File: config.mk
export PLATFORM = sky130hd
export DESIGN_NAME = fe_ifu
export DESIGN_NICKNAME = d
export VERILOG_FILES = /design/src/rtl/fe_ifu.sv
export SDC_FILE = /design/constraint.sdc
export NUM_CORES = 1
export LEC_CHECK = 0
export BUFFER_PORTS_ARGS = -buffer_cell sky130_fd_sc_hd__buf_2
export CORE_MARGIN = 10
export CORE_UTILIZATION = 49
export CTS_CLUSTER_SIZE = 10
export DETAILED_ROUTE_END_ITERATION = 8
export PLACE_DENSITY = 0.85
export SKIP_CTS_REPAIR_TIMING = 1
export SYNTH_ARGS = -nofsm -noshare
export SYNTH_HDL_FRONTEND = slang
export SYNTH_SLANG_ARGS = --single-unit
File: constraint.sdc
create_clock -name i_clk -period 3.3 [get_ports i_clk]
set_input_delay 0.165 -clock i_clk [delete_from_list [all_inputs] [get_ports i_clk]]
set_output_delay 0.165 -clock i_clk [all_outputs]
set_load 0.02 [all_outputs]
File: src/rtl/fe_ifu.sv
// Instruction fetch unit: owns the PC and imem read port and feeds IF/ID.
// Redirects come from decode (jal/jalr) and execute (taken branch).
module fe_ifu #(
  parameter logic [31:0] RESET_ADDR = 32'h0000_0000
) (
  input  logic        i_clk,
  input  logic        i_rst,
  input  logic        i_hold,
  input  logic        i_jal,
  input  logic        i_jalr,
  input  logic [31:0] i_immediate,
  input  logic [31:0] i_jalr_rs1,
  input  logic        i_br_taken,
  input  logic [31:0] i_br_target,
  input  logic        i_halt,
  output logic [31:0] o_imem_raddr,
  output logic        o_imem_ren,
  input  logic [31:0] i_imem_rdata,
  output logic [31:0] o_inst,
  output logic        o_vld,
  output logic [31:0] o_pc,
  output logic [31:0] o_nxt_pc,
  output logic        o_flush,
  output logic        o_misalign
);

  typedef enum logic [1:0] {
    S_BOOT,
    S_RUN,
    S_HALT
  } state_t;

  state_t      state;
  state_t      state_nxt;
  logic [31:0] pc_f;
  logic [31:0] pc_f_nxt;
  logic [31:0] pc_d;
  logic [31:0] pc_d_nxt;
  logic        vld_d;
  logic        vld_d_nxt;
  logic [31:0] raddr;
  logic        ren;
  logic [31:0] jal_tgt;
  logic [31:0] jalr_sum;
  logic [31:0] jalr_tgt;
  logic        flush;
  logic        vld;

  assign jal_tgt  = pc_d + i_immediate;
  assign jalr_sum = i_jalr_rs1 + i_immediate;
  assign jalr_tgt = jalr_sum & ~32'd1;

  always_ff @(posedge i_clk) begin
    if (i_rst) begin
      state <= S_BOOT;
      pc_f  <= RESET_ADDR;
      pc_d  <= RESET_ADDR;
      vld_d <= 1'b0;
    end else begin
      state <= state_nxt;
      pc_f  <= pc_f_nxt;
      pc_d  <= pc_d_nxt;
      vld_d <= vld_d_nxt;
    end
  end

  always_comb begin
    state_nxt = state;
    pc_f_nxt  = pc_f;
    pc_d_nxt  = pc_d;
    vld_d_nxt = vld_d;
    raddr     = pc_d;
    ren       = 1'b0;
    unique case (state)
      S_BOOT: begin
        raddr     = RESET_ADDR;
        ren       = 1'b1;
        pc_d_nxt  = RESET_ADDR;
        pc_f_nxt  = RESET_ADDR + 32'd4;
        vld_d_nxt = 1'b1;
        state_nxt = S_RUN;
      end
      S_RUN: begin
        if (i_halt) begin
          state_nxt = S_HALT;
          vld_d_nxt = 1'b0;
        end else begin
          ren       = 1'b1;
          vld_d_nxt = 1'b1;
          // hold re-reads pc_d so the instruction in decode stays stable
          if (i_br_taken) begin
            raddr = i_br_target;
          end else if (i_jal && !i_hold) begin
            raddr = jal_tgt;
          end else if (i_jalr && !i_hold) begin
            raddr = jalr_tgt;
          end else if (i_hold) begin
            raddr = pc_d;
          end else begin
            raddr = pc_f;
          end
          if (i_br_taken || !i_hold) begin
            pc_d_nxt = raddr;
            pc_f_nxt = raddr + 32'd4;
          end
        end
      end
      S_HALT: begin
        ren = 1'b0;
      end
      default: begin
        state_nxt = S_BOOT;
      end
    endcase
  end

  assign flush = i_br_taken && (state == S_RUN) && !i_rst;
  assign vld   = vld_d && !flush && (state != S_HALT) && !i_rst;

  assign o_imem_raddr = raddr;
  assign o_imem_ren   = ren && !i_rst;
  assign o_inst       = i_imem_rdata;
  assign o_vld        = vld;
  assign o_pc         = pc_d;
  assign o_nxt_pc     = pc_d + 32'd4;
  assign o_flush      = flush;
  assign o_misalign   = vld && (pc_d[1:0] != 2'b00);

endmodule

* Word-level counts from Yosys, hierarchy flattened
Cells that the tools add are included.
** Word-level totals
- RAM bits :: 0
- Memory bits (read-only) :: 0
- Bits in registers :: 67
- Latch bits :: 0
- Memories :: 0
- Word-level logic and storage cells :: 52
** Cells by class
- Multiplexer cells :: 19
- Div/mod/pow operators :: 0
- Reductions and logical operators :: 18
- Eq/ne operators :: 6
- Shift-type cells :: 0
- Multiply operators :: 0
- Bitwise gates (word level) :: 1
- $lt $le $gt $ge :: 0
- Add/sub/neg operators :: 4
** Operator list (count)
- two-way mux 32 bit :: 11
- case mux 32 bit (2 select lines) :: 3
- adder 32 x 3 -> 32 bit (second input constant) :: 2
- adder 32 bit :: 2
- logical AND 1 bit :: 9
- != test 2 bit (second input constant) :: 4
- case mux 2 bit (3 select lines) :: 1
- case mux 1 bit (2 select lines) :: 2
- nonzero test 2 bit :: 2
- zero test 1 bit :: 3
- AND reduction 3 bit :: 1
- == test 2 x 1 -> 1 bit (second input constant) :: 1
- == test 2 bit (second input constant) :: 1
- zero test 2 bit :: 1
- two-way mux 2 bit :: 1
- AND reduction 2 bit :: 1
- logical OR 1 bit :: 1
- two-way mux 1 bit :: 1
- inverter 1 bit :: 1

* Longest topological paths before layout
Gate-level depths: netlist of the first run.
- Depth in word-level cells :: 11
- Gate-level depth with buffers :: 15
- Gate-level depth less buffers :: 15

* Least setup slack after synthesis of the first run
Ideal clock, no wire load.
- Kind :: register -> register
- From :: reg pc_d[12], in the netlist o_pc[12]
- To :: reg pc_d[31], in the netlist o_pc[31]
- Path buffers :: 1
- Arrival time :: 3.549 ns
- Setup time :: 0.066 ns
- Slack :: -0.315 ns
- Cell stages (with the launch flop) :: 14
- Required time :: 3.234 ns
- Cell sequence :: dfxtp_1 > ha_1 > buf_2 > a211oi_2 > o21ai_1 > a211oi_1 > nand3_1 > o221a_2 > o41a_1 > a31oi_1 > xnor2_1 > o221ai_1 > o21ai_0 > nor2b_1
** Between the ends
- Cells in the longest elaborated chain, start to end :: 8
** RTL lines
- from (decl) :: RTL line 37 : logic [31:0] pc_d;
- from (signal assigned) :: RTL line 62 : pc_d <= pc_d_nxt;
- adder 32 bit :: RTL line 49 : assign jal_tgt = pc_d + i_immediate;
- two-way mux 32 bit :: RTL line 93 : end else if (i_jal && !i_hold) begin
- two-way mux 32 bit :: RTL line 91 : if (i_br_taken) begin
- two-way mux 32 bit :: RTL line 84 : if (i_halt) begin
- two-way mux 32 bit :: RTL line 74 : unique case (state)
- two-way mux 32 bit :: RTL line 102 : if (i_br_taken || !i_hold) begin
- two-way mux 32 bit :: RTL line 84
- case mux 32 bit (2 select lines) :: RTL line 74
Every way passes these cells. The select of a mux whose other input is x is not followed.
A chain may end at the register's enable or synchronous reset.

* Final worst setup path of the first run
- From :: reg pc_f[0]
- To :: reg pc_f[21]
** Between the ends
- Cells in the longest elaborated chain, start to end :: 10
** RTL lines
- from (decl) :: RTL line 35 : logic [31:0] pc_f;
- from (signal assigned) :: RTL line 61 : pc_f <= pc_f_nxt;
- two-way mux 32 bit :: RTL line 97 : end else if (i_hold) begin
- two-way mux 32 bit :: RTL line 95 : end else if (i_jalr && !i_hold) begin
- two-way mux 32 bit :: RTL line 93
- two-way mux 32 bit :: RTL line 91
- two-way mux 32 bit :: RTL line 84
- two-way mux 32 bit :: RTL line 74
- adder 32 x 3 -> 32 bit :: RTL line 104 : pc_f_nxt = raddr + 32'd4;
- two-way mux 32 bit :: RTL line 102
- two-way mux 32 bit :: RTL line 84
- case mux 32 bit (2 select lines) :: RTL line 74
Every way passes these cells. The select of a mux whose other input is x is not followed.

==> results of run 1 <==
==> flip-flops by register name, summed over array words and instances, names as in the netlist <==
signal	flops
vld_d	1
state	2
pc_f	32
o_pc	30
==> kinds of logic (layout without fill, tap and decap cells) <==
| kind of cell | count (synthesis) | after routing | synth area share |
|---|---|---|---|
| and+or+nand+nor | 508 | 508 | 0.291 |
| AOI/OAI and AO/OA | 422 | 422 | 0.324 |
| buffers and inverters | 136 | 548 | 0.0757 |
| xor gates and xnor gates | 67 | 67 | 0.0649 |
| adders and majority gates | 65 | 65 | 0.0916 |
| DFF | 65 | 65 | 0.144 |
| muxes | 8 | 8 | 0.00900 |
==> cell usage after synthesis (17+ instances only) <==
cell type	n	area, µm²
inv_1	31	116
o211ai_1	21	158
buf_2	20	100
xor2_1	26	228
buf_4	37	278
a21o_1	26	195
o21a_1	17	128
nor2_1	104	390
dfxtp_1	65	1300
xnor2_1	41	359
nand4_1	23	144
nor2b_1	41	257
nor3_1	41	205
o21ai_0	84	420
nand2_1	142	533
a211oi_1	25	188
ha_1	63	788
a21oi_1	94	470
clkbuf_1	38	143
and3_1	17	106
nand3_1	51	255
==> metal layers <==
layer / routed length, µm / track usage / part of all wire
met5: 0 / 0 / 0
met4: 2080 / 0.119 / 0.045
met3: 7460 / 0.101 / 0.16
met2: 19300 / 0.482 / 0.42
met1: 17000 / 0.436 / 0.37
==> where the power goes <==
group / total [mW] / switching (mW) / internal (mW)
Combinational: 1.75 / 1.01 / 0.738
Sequential: 0.850 / 0.0345 / 0.816
Clock: 0.965 / 0.342 / 0.623
Total: 3.56 / 1.39 / 2.18
==> final cells by class <==
cell class,count,share of cell area
multi-input combinational,1070,0.586
timing repair buffer,500,0.260
sequential,65,0.100
tap,229,0.0219
clock buffer,13,0.0199
inverter,32,0.00918
clock inverter,3,0.00306
==> metrics by stage <==
stage / cells / utilization / power [mW] / area [µm²]
2_1_floorplan: 1271 / - / 1.75 / 9100
3_3_place_gp: 1874 / 0.661 / 2.37 / 11900
3_5_place_dp: 1874 / 0.661 / 2.40 / 11900
4_1_cts: 1890 / 0.678 / 3.35 / 12200
5_1_grt: 1912 / 0.726 / 3.70 / 13100
6_report: 1912 / 0.726 / 3.56 / 13100
==> how the worst min path moves through the flow <==
stage / from / endpoint / slack, ps / cells after the start
2_1_floorplan: i_halt / state[1] / 310 / 2
3_3_place_gp: i_imem_rdata[14] / o_inst[14] / 330 / 0
4_1_cts: i_halt / state[1] / 110 / 3
5_1_grt: i_halt / state[1] / 130 / 3
3_5_place_dp: i_imem_rdata[14] / o_inst[14] / 330 / 0
6_report: i_halt / state[1] / 120 / 3
==> worst max-delay path, cell delays in order, from the launching register on <==
cell and delay [ps]:
dfxtp_4 360, ha_4 130, inv_2 30, fa_2 330, and2b_2 270, buf_6 110
o31a_1 240, mux2i_1 110, nand4_1 150, o311a_1 240, nor3b_4 240, and4_1 250
buf_6 140, nand3b_4 200, nor4b_4 360, xor2_1 220, o21ai_1 80
==> results.yml, run 1 <==
sta:
  skew_ps: 9.21
  final.setup.tns_ps: -4710
  holdWs_ps: 116
  maxSlewViolCount: 0
  fmax_mhz: 277
  maxSlewHeadroom: 0.334
  worstMarginPinSlew_ps: 995
  final.setup.worst_slack_ps: -314
  finalCritPeriodShare: 1.10
  min_period_ps: 3610
  rsz0062_at_grt: "yes"
  hold_violations: 0
  setup_viol: 31
clock_tree:
  clkTransAtPathRegs_ps: 50
  clk_latency_ps: 340
  htree_levels: 3
  clk_path_buf_depth: 2
  root_buffer: "clkbuf_16"
  cts_buffers: 9
  numClockSinks: 65
  cts_tree: "built"
layout:
  final_net_count: 1878
  final_cell_mix: "278 x buf_4, 193 x buf_2, 140 x nand2_1, 102 x nor2_1, 86 x a21oi_1"
  layout_commonest_cell: "buf_4"
  drive_gt1_frac: 0.387
  multi_input_area_mm2: 0.00767
  layout.area.seq_mm2: 0.00132
  antenna_cells: 0
  fill_cells: 1371
  syn_to_final_growth_pct: 44.8
global_route:
  first_global_vias: 11400
  grt_max_degree: 39
  overflow: 0
  grt_usage: 0.327
  grt_pass1_wl_um: 63300
  antenna_found_initial: 0
routing:
  vias: 12600
  via_per_inst: 6.58
  drtIter0Drc: 2048
  drcViolationCount: 0
  wl_per_cell_um: 24.0
  dr.pass1.iters: 6
  final_antenna_net_count: 0
  routed_wl_um: 45900
logic_synthesis:
  synthCells: 1271
  synthArstFlopShare: 0
  synth-seq-cells: 65
  synth_cell_types: 105
  ys_warn_count: 0
  synth-edff-count: 0
  synth_area_mm2: 0.00904
  synth_flop_cell: "dfxtp_1"
  syn_avg_cell_area_um2: 7.11
  synth_fp_nets: 1471
  ys_seq_area_frac: 0.144
critical_path:
  path_class: "register to register"
  startpoint_type: "register"
  cp.required_ps: 3510
  crit_path_end_kind: "register"
  crit_fanout: 8
  rr_worst_depth: 16
  crit_arrival_ps: 3830
  cp-startpoint: "pc_f[0]"
  cp-endpoint: "pc_f[21]"
  r2r_start: "pc_f[0]"
  reg2reg_slack_ps: -310
  r2r_end: "pc_f[21]"
floorplan:
  chipWidth_um: 156
  dieHeight_um: 156
  start_util: 0.501
  die_area_mm2: 0.0243
  fp-row-count: 49
  core_mm2: 0.0180
  io-pin-count: 267
pwr:
  power.density_mw_per_mm2: 272
  p_leak_nw: 6.12
  irDropWorstVdd_uv: 465
worst_hold_path:
  hold_path.class: "input pin to register"
outcome:
  status: "complete, but fails checks"
  violations: "negative setup slack"
place:
  place_ws_ps: -398
  dpl.hpwl_um: 35100
  routabilityCongestion: 1.06
  portBuffers: 202
flow_run:
  maxCapViolations: 0
Note: power is estimated with default switching activity, not from simulation.
==> run 2, diff against run 1 <==
--- a/config.mk
+++ b/config.mk
@@ -6,8 +6,10 @@
 export NUM_CORES = 1
 export LEC_CHECK = 0
 export BUFFER_PORTS_ARGS = -buffer_cell sky130_fd_sc_hd__buf_2
+export CELL_PAD_IN_SITES_DETAIL_PLACEMENT = 0
+export CELL_PAD_IN_SITES_GLOBAL_PLACEMENT = 1
 export CORE_MARGIN = 10
-export CORE_UTILIZATION = 49
+export CORE_UTILIZATION = 34
 export CTS_CLUSTER_SIZE = 10
 export DETAILED_ROUTE_END_ITERATION = 8
 export PLACE_DENSITY = 0.85
==> results.yml, run 2 (same netlist as run 1, synthesis figures left out) <==
clock_tree:
  htree_levels: 3
  clk_latency_ps: 340
  numClockSinks: 65
  root_buffer: "clkbuf_16"
  cts_buffers: 9
  cts_tree: "built"
  clkTransAtPathRegs_ps: 50
  clk_path_buf_depth: 2
worst_hold_path:
  hold_path.class: "input pin to register"
critical_path:
  cp.required_ps: 3530
  startpoint_type: "register"
  path_class: "register to register"
  crit_fanout: 3
  crit_path_end_kind: "register"
  crit_arrival_ps: 3920
routing:
  via_per_inst: 5.86
  final_antenna_net_count: 0
  vias: 12000
  dr.pass1.iters: 7
  drcViolationCount: 0
  wl_per_cell_um: 22.7
  drtIter0Drc: 1504
  routed_wl_um: 46400
place:
  dp_cells: 1987
  dpl.hpwl_um: 37200
  place_ws_ps: -421
  portBuffers: 202
  routabilityCongestion: 1.02
floorplan:
  fp-row-count: 59
  dieHeight_um: 183
  chipWidth_um: 183
  die_area_mm2: 0.0335
  start_util: 0.346
  io-pin-count: 267
  core_mm2: 0.0261
sta:
  setup_viol: 29
  maxSlewHeadroom: 0.365
  finalCritPeriodShare: 1.12
  rsz0062_at_grt: "yes"
  hold_violations: 0
  worstMarginPinSlew_ps: 949
  fmax_mhz: 270
  final.setup.worst_slack_ps: -400
  min_period_ps: 3700
  skew_ps: 8.76
  maxSlewViolCount: 0
layout:
  layout.area.seq_mm2: 0.00133
  layout_commonest_cell: "buf_4"
  fill_cells: 2504
  antenna_cells: 0
  fin_util: 0.518
  final_net_count: 1902
  largest_reg_flops: 32
  instances_no_fill: 2042
  drive_gt1_frac: 0.404
  final_cell_mix: "310 x buf_4, 185 x buf_2, 138 x nand2_1, 102 x nor2_1, 86 x a21oi_1"
  multi_input_area_mm2: 0.00776
  top_register: "pc_f"
  syn_to_final_growth_pct: 49.7
global_route:
  grt_max_degree: 37
  overflow: 0
  grt_usage: 0.250
  grt_pass1_wl_um: 65200
  first_global_vias: 11100
  antenna_found_initial: 2
pwr:
  power.density_mw_per_mm2: 268
  irDropWorstVdd_uv: 250
  p_leak_nw: 6.23
outcome:
  status: "complete, but fails checks"
  violations: "negative setup slack"
flow_run:
  maxCapViolations: 0
==> run 2: cell types whose count changed in the layout (fill, tap and decap cells not counted), moves of 4 or more <==
cell and change:
buf_4 +32, buf_2 -8, o21ai_4 +7, dfxtp_1 -4, o21ai_0 -7
==> run 2: worst max-delay path, stage by stage, from the launching register on <==
cell	delay [ps]
dfxtp_4	350
ha_4	150
inv_2	40
fa_2	180
and2b_2	250
o2111ai_4	230
buf_4	160
buf_6	100
and4b_2	270
nor2_1	70
o21ai_0	270
a41oi_2	190
a22oi_1	280
nand4b_1	240
buf_4	210
nor4_4	230
a211oi_2	120
a211o_1	230
==> run 2: final timing paths <==
check | slack (ps) | to | cells past startpoint | start
max reg2reg | -400 | pc_f[30] | 17 | pc_f[0]
min reg2reg | 460 | vld_d | 2 | vld_d
min | 120 | state[1] | 3 | i_halt
max | -400 | pc_f[30] | 17 | pc_f[0]
==> run 2: layout make-up <==
| cell class | instances | area share |
|---|---|---|
| clock inverters | 2 | 0.00259 |
| well taps | 335 | 0.0310 |
| inverters | 32 | 0.00888 |
| multi-input cells | 1070 | 0.574 |
| flip-flops and latches | 65 | 0.0980 |
| repair buffers | 524 | 0.266 |
| clock buffers | 14 | 0.0203 |
==> run 2: layer usage <==
| layer | global-route usage | part of all wire |
|---|---|---|
| met5 | 0 | 0 |
| met3 | 0.0650 | 0.12 |
| met1 | 0.343 | 0.42 |
| met4 | 0.0797 | 0.024 |
| met2 | 0.373 | 0.44 |
==> run 2: power by group <==
group / switching [mW] / leakage, nW / internal, mW
Combinational: 1.02 / 5.54 / 0.769
Sequential: 0.0326 / 0.535 / 0.815
Clock: 0.343 / 0.153 / 0.646
==> run 2: metrics by stage <==
step | hold WS (ps) | setup TNS, ps | instance area (µm²) | total power, mW
final | 116 | -6690 | 13500 | 3.62
after global placement | 330 | -3550 | 12100 | 2.42
after CTS | 100 | -7700 | 12400 | 3.41
after detailed placement | 330 | -4600 | 12100 | 2.42
after floorplan | 305 | -49.8 | 9100 | 1.75
after global routing | 108 | -10170 | 13500 | 3.77
==> run 3, diff against run 2 <==
--- a/config.mk
+++ b/config.mk
@@ -8,11 +8,12 @@
 export BUFFER_PORTS_ARGS = -buffer_cell sky130_fd_sc_hd__buf_2
 export CELL_PAD_IN_SITES_DETAIL_PLACEMENT = 0
 export CELL_PAD_IN_SITES_GLOBAL_PLACEMENT = 1
-export CORE_MARGIN = 10
+export CORE_MARGIN = 8
 export CORE_UTILIZATION = 34
 export CTS_CLUSTER_SIZE = 10
 export DETAILED_ROUTE_END_ITERATION = 8
 export PLACE_DENSITY = 0.85
+export SETUP_SLACK_MARGIN = 0.2
 export SKIP_CTS_REPAIR_TIMING = 1
 export SYNTH_ARGS = -nofsm -noshare
 export SYNTH_HDL_FRONTEND = slang
==> constraint.sdc (replaced) <==
create_clock -name i_clk -period 3.2 [get_ports i_clk]
set_input_delay 0.16 -clock i_clk [delete_from_list [all_inputs] [get_ports i_clk]]
set_output_delay 0.16 -clock i_clk [all_outputs]
set_load 0.02 [all_outputs]
==> results.yml, run 3 (same netlist as run 1, synthesis figures left out) <==
outcome:
  status: "complete, but fails checks"
  violations: "negative setup slack"
critical_path:
  reg2reg_slack_ps: -470
  crit_path_end_kind: "output port"
  cp.required_ps: 3040
  path_class: "register to output port"
  crit_arrival_ps: 3520
  startpoint_type: "register"
  crit_fanout: 5
  r2r_start: "pc_f[0]"
  cp-startpoint: "pc_f[0]"
  r2r_end: "pc_f[28]"
  rr_worst_depth: 16
routing:
  vias: 12300
  via_per_inst: 5.98
  drtIter0Drc: 1822
  dr.pass1.iters: 7
  wl_per_cell_um: 23.4
  final_antenna_net_count: 0
  routed_wl_um: 48000
  drcViolationCount: 0
floorplan:
  chipWidth_um: 179
  fp-row-count: 59
  core_mm2: 0.0261
  io-pin-count: 267
  dieHeight_um: 179
  die_area_mm2: 0.0321
  start_util: 0.347
layout:
  largest_reg_flops: 32
  top_register: "pc_f"
  instances_no_fill: 2051
  drive_gt1_frac: 0.437
  syn_to_final_growth_pct: 54.2
  final_net_count: 1910
  final_cell_mix: "313 x buf_4, 186 x buf_2, 135 x nand2_1, 98 x nor2_1, 79 x a21oi_1"
  fin_util: 0.535
  layout_commonest_cell: "buf_4"
clock_tree:
  cts_tree: "built"
  clk_path_buf_depth: 2
  numClockSinks: 65
  cts_buffers: 9
  clk_latency_ps: 350
  htree_levels: 3
  root_buffer: "clkbuf_16"
  clkTransAtPathRegs_ps: 60
sta:
  setup_viol: 34
  fmax_mhz: 272
  final.setup.worst_slack_ps: -478
  maxSlewViolCount: 0
  worstMarginPinSlew_ps: 931
  maxSlewHeadroom: 0.377
  rsz0062_at_grt: "yes"
  min_period_ps: 3680
  holdWs_ps: 110
  hold_violations: 0
  finalCritPeriodShare: 1.15
  skew_ps: 13.2
global_route:
  met3_usage: 0.0851
  grt_pass1_wl_um: 67200
  grt_usage: 0.274
  grtUsageMet1: 0.375
  first_global_vias: 11400
  grt_max_degree: 53
  overflow: 0
  globalRouteMet2Util: 0.401
  grt-busiest-layer: "met2"
  antenna_found_initial: 1
worst_hold_path:
  min_path_cells: 2
  hold_path.class: "input pin to register"
  hp-start: "i_rst"
  hold_end: "o_pc[19]"
place:
  dp_cells: 2001
  place_ws_ps: -497
  dpl.hpwl_um: 38000
  portBuffers: 202
  routabilityCongestion: 1.07
pwr:
  p_leak_nw: 6.41
  power.density_mw_per_mm2: 282
  irDropWorstVdd_uv: 231
flow_run:
  maxCapViolations: 0
## run 3: cell types whose count changed in the layout (fill, tap and decap cells not counted), sizes merged
cell / before / now
clkbuf: 14 / 11
clkinvlp: 0 / 1
buf: 524 / 532
diode: 0 / 1
clkinv: 1 / 2
inv: 32 / 33
## run 3: layout make-up
cell class	count	area (µm²)
Antenna cell	1	2.50
Clock buffer	11	264
Clock inverter	5	60.1
Fill cell	2426	12100
Inverter	32	120
Multi-Input combinational cell	1070	8040
Sequential cell	65	1340
Tap cell	335	419
Timing Repair Buffer	532	3690
## run 3: per-layer routing
metal / vias up / part of all wire / wire length, µm
met5: - / 0 / 0
met4: 0 / 0.030 / 1430
met3: 97 / 0.13 / 6320
met2: 792 / 0.43 / 20500
met1: 5789 / 0.41 / 19700
li1: 5577 / - / -
## run 3: how the worst max path moves through the flow
stage	slack [ps]	endpoint
floorplan	-120	pc_f[21]
global placement	-390	pc_f[31]
detailed placement	-500	pc_f[27]
CTS	-620	o_imem_raddr[31]
global route	-620	o_imem_raddr[29]
finish	-480	o_imem_raddr[29]
## run 3: where the power goes
group          switching, mW  internal, mW  total (mW)
clock                  0.454         0.677        1.13
combinational           1.09         0.829        1.92
sequential            0.0376         0.839       0.876
total                   1.58          2.34        3.92
## run 3: metrics by stage
step | setup TNS, ps | instance area [µm²] | total power [mW]
2_1_floorplan | -1200 | 9160 | 1.82
3_3_place_gp | -7190 | 12300 | 2.53
3_5_place_dp | -9080 | 12300 | 2.54
4_1_cts | -14170 | 12600 | 3.66
5_1_grt | -13590 | 13900 | 4.05
6_report | -9070 | 13900 | 3.92
## run 3: worst max-delay path, stage by stage (launching register included)
cell and delay [ps]:
dfxtp_4 350, ha_4 160, buf_4 130, a211oi_2 280
buf_4 180, o211ai_4 120, nand4_1 200, nand3_2 100
o221a_4 300, o41a_1 430, xor2_1 240, o211ai_1 130
buf_4 160, buf_6 110, o21ai_4 130, buf_6 140
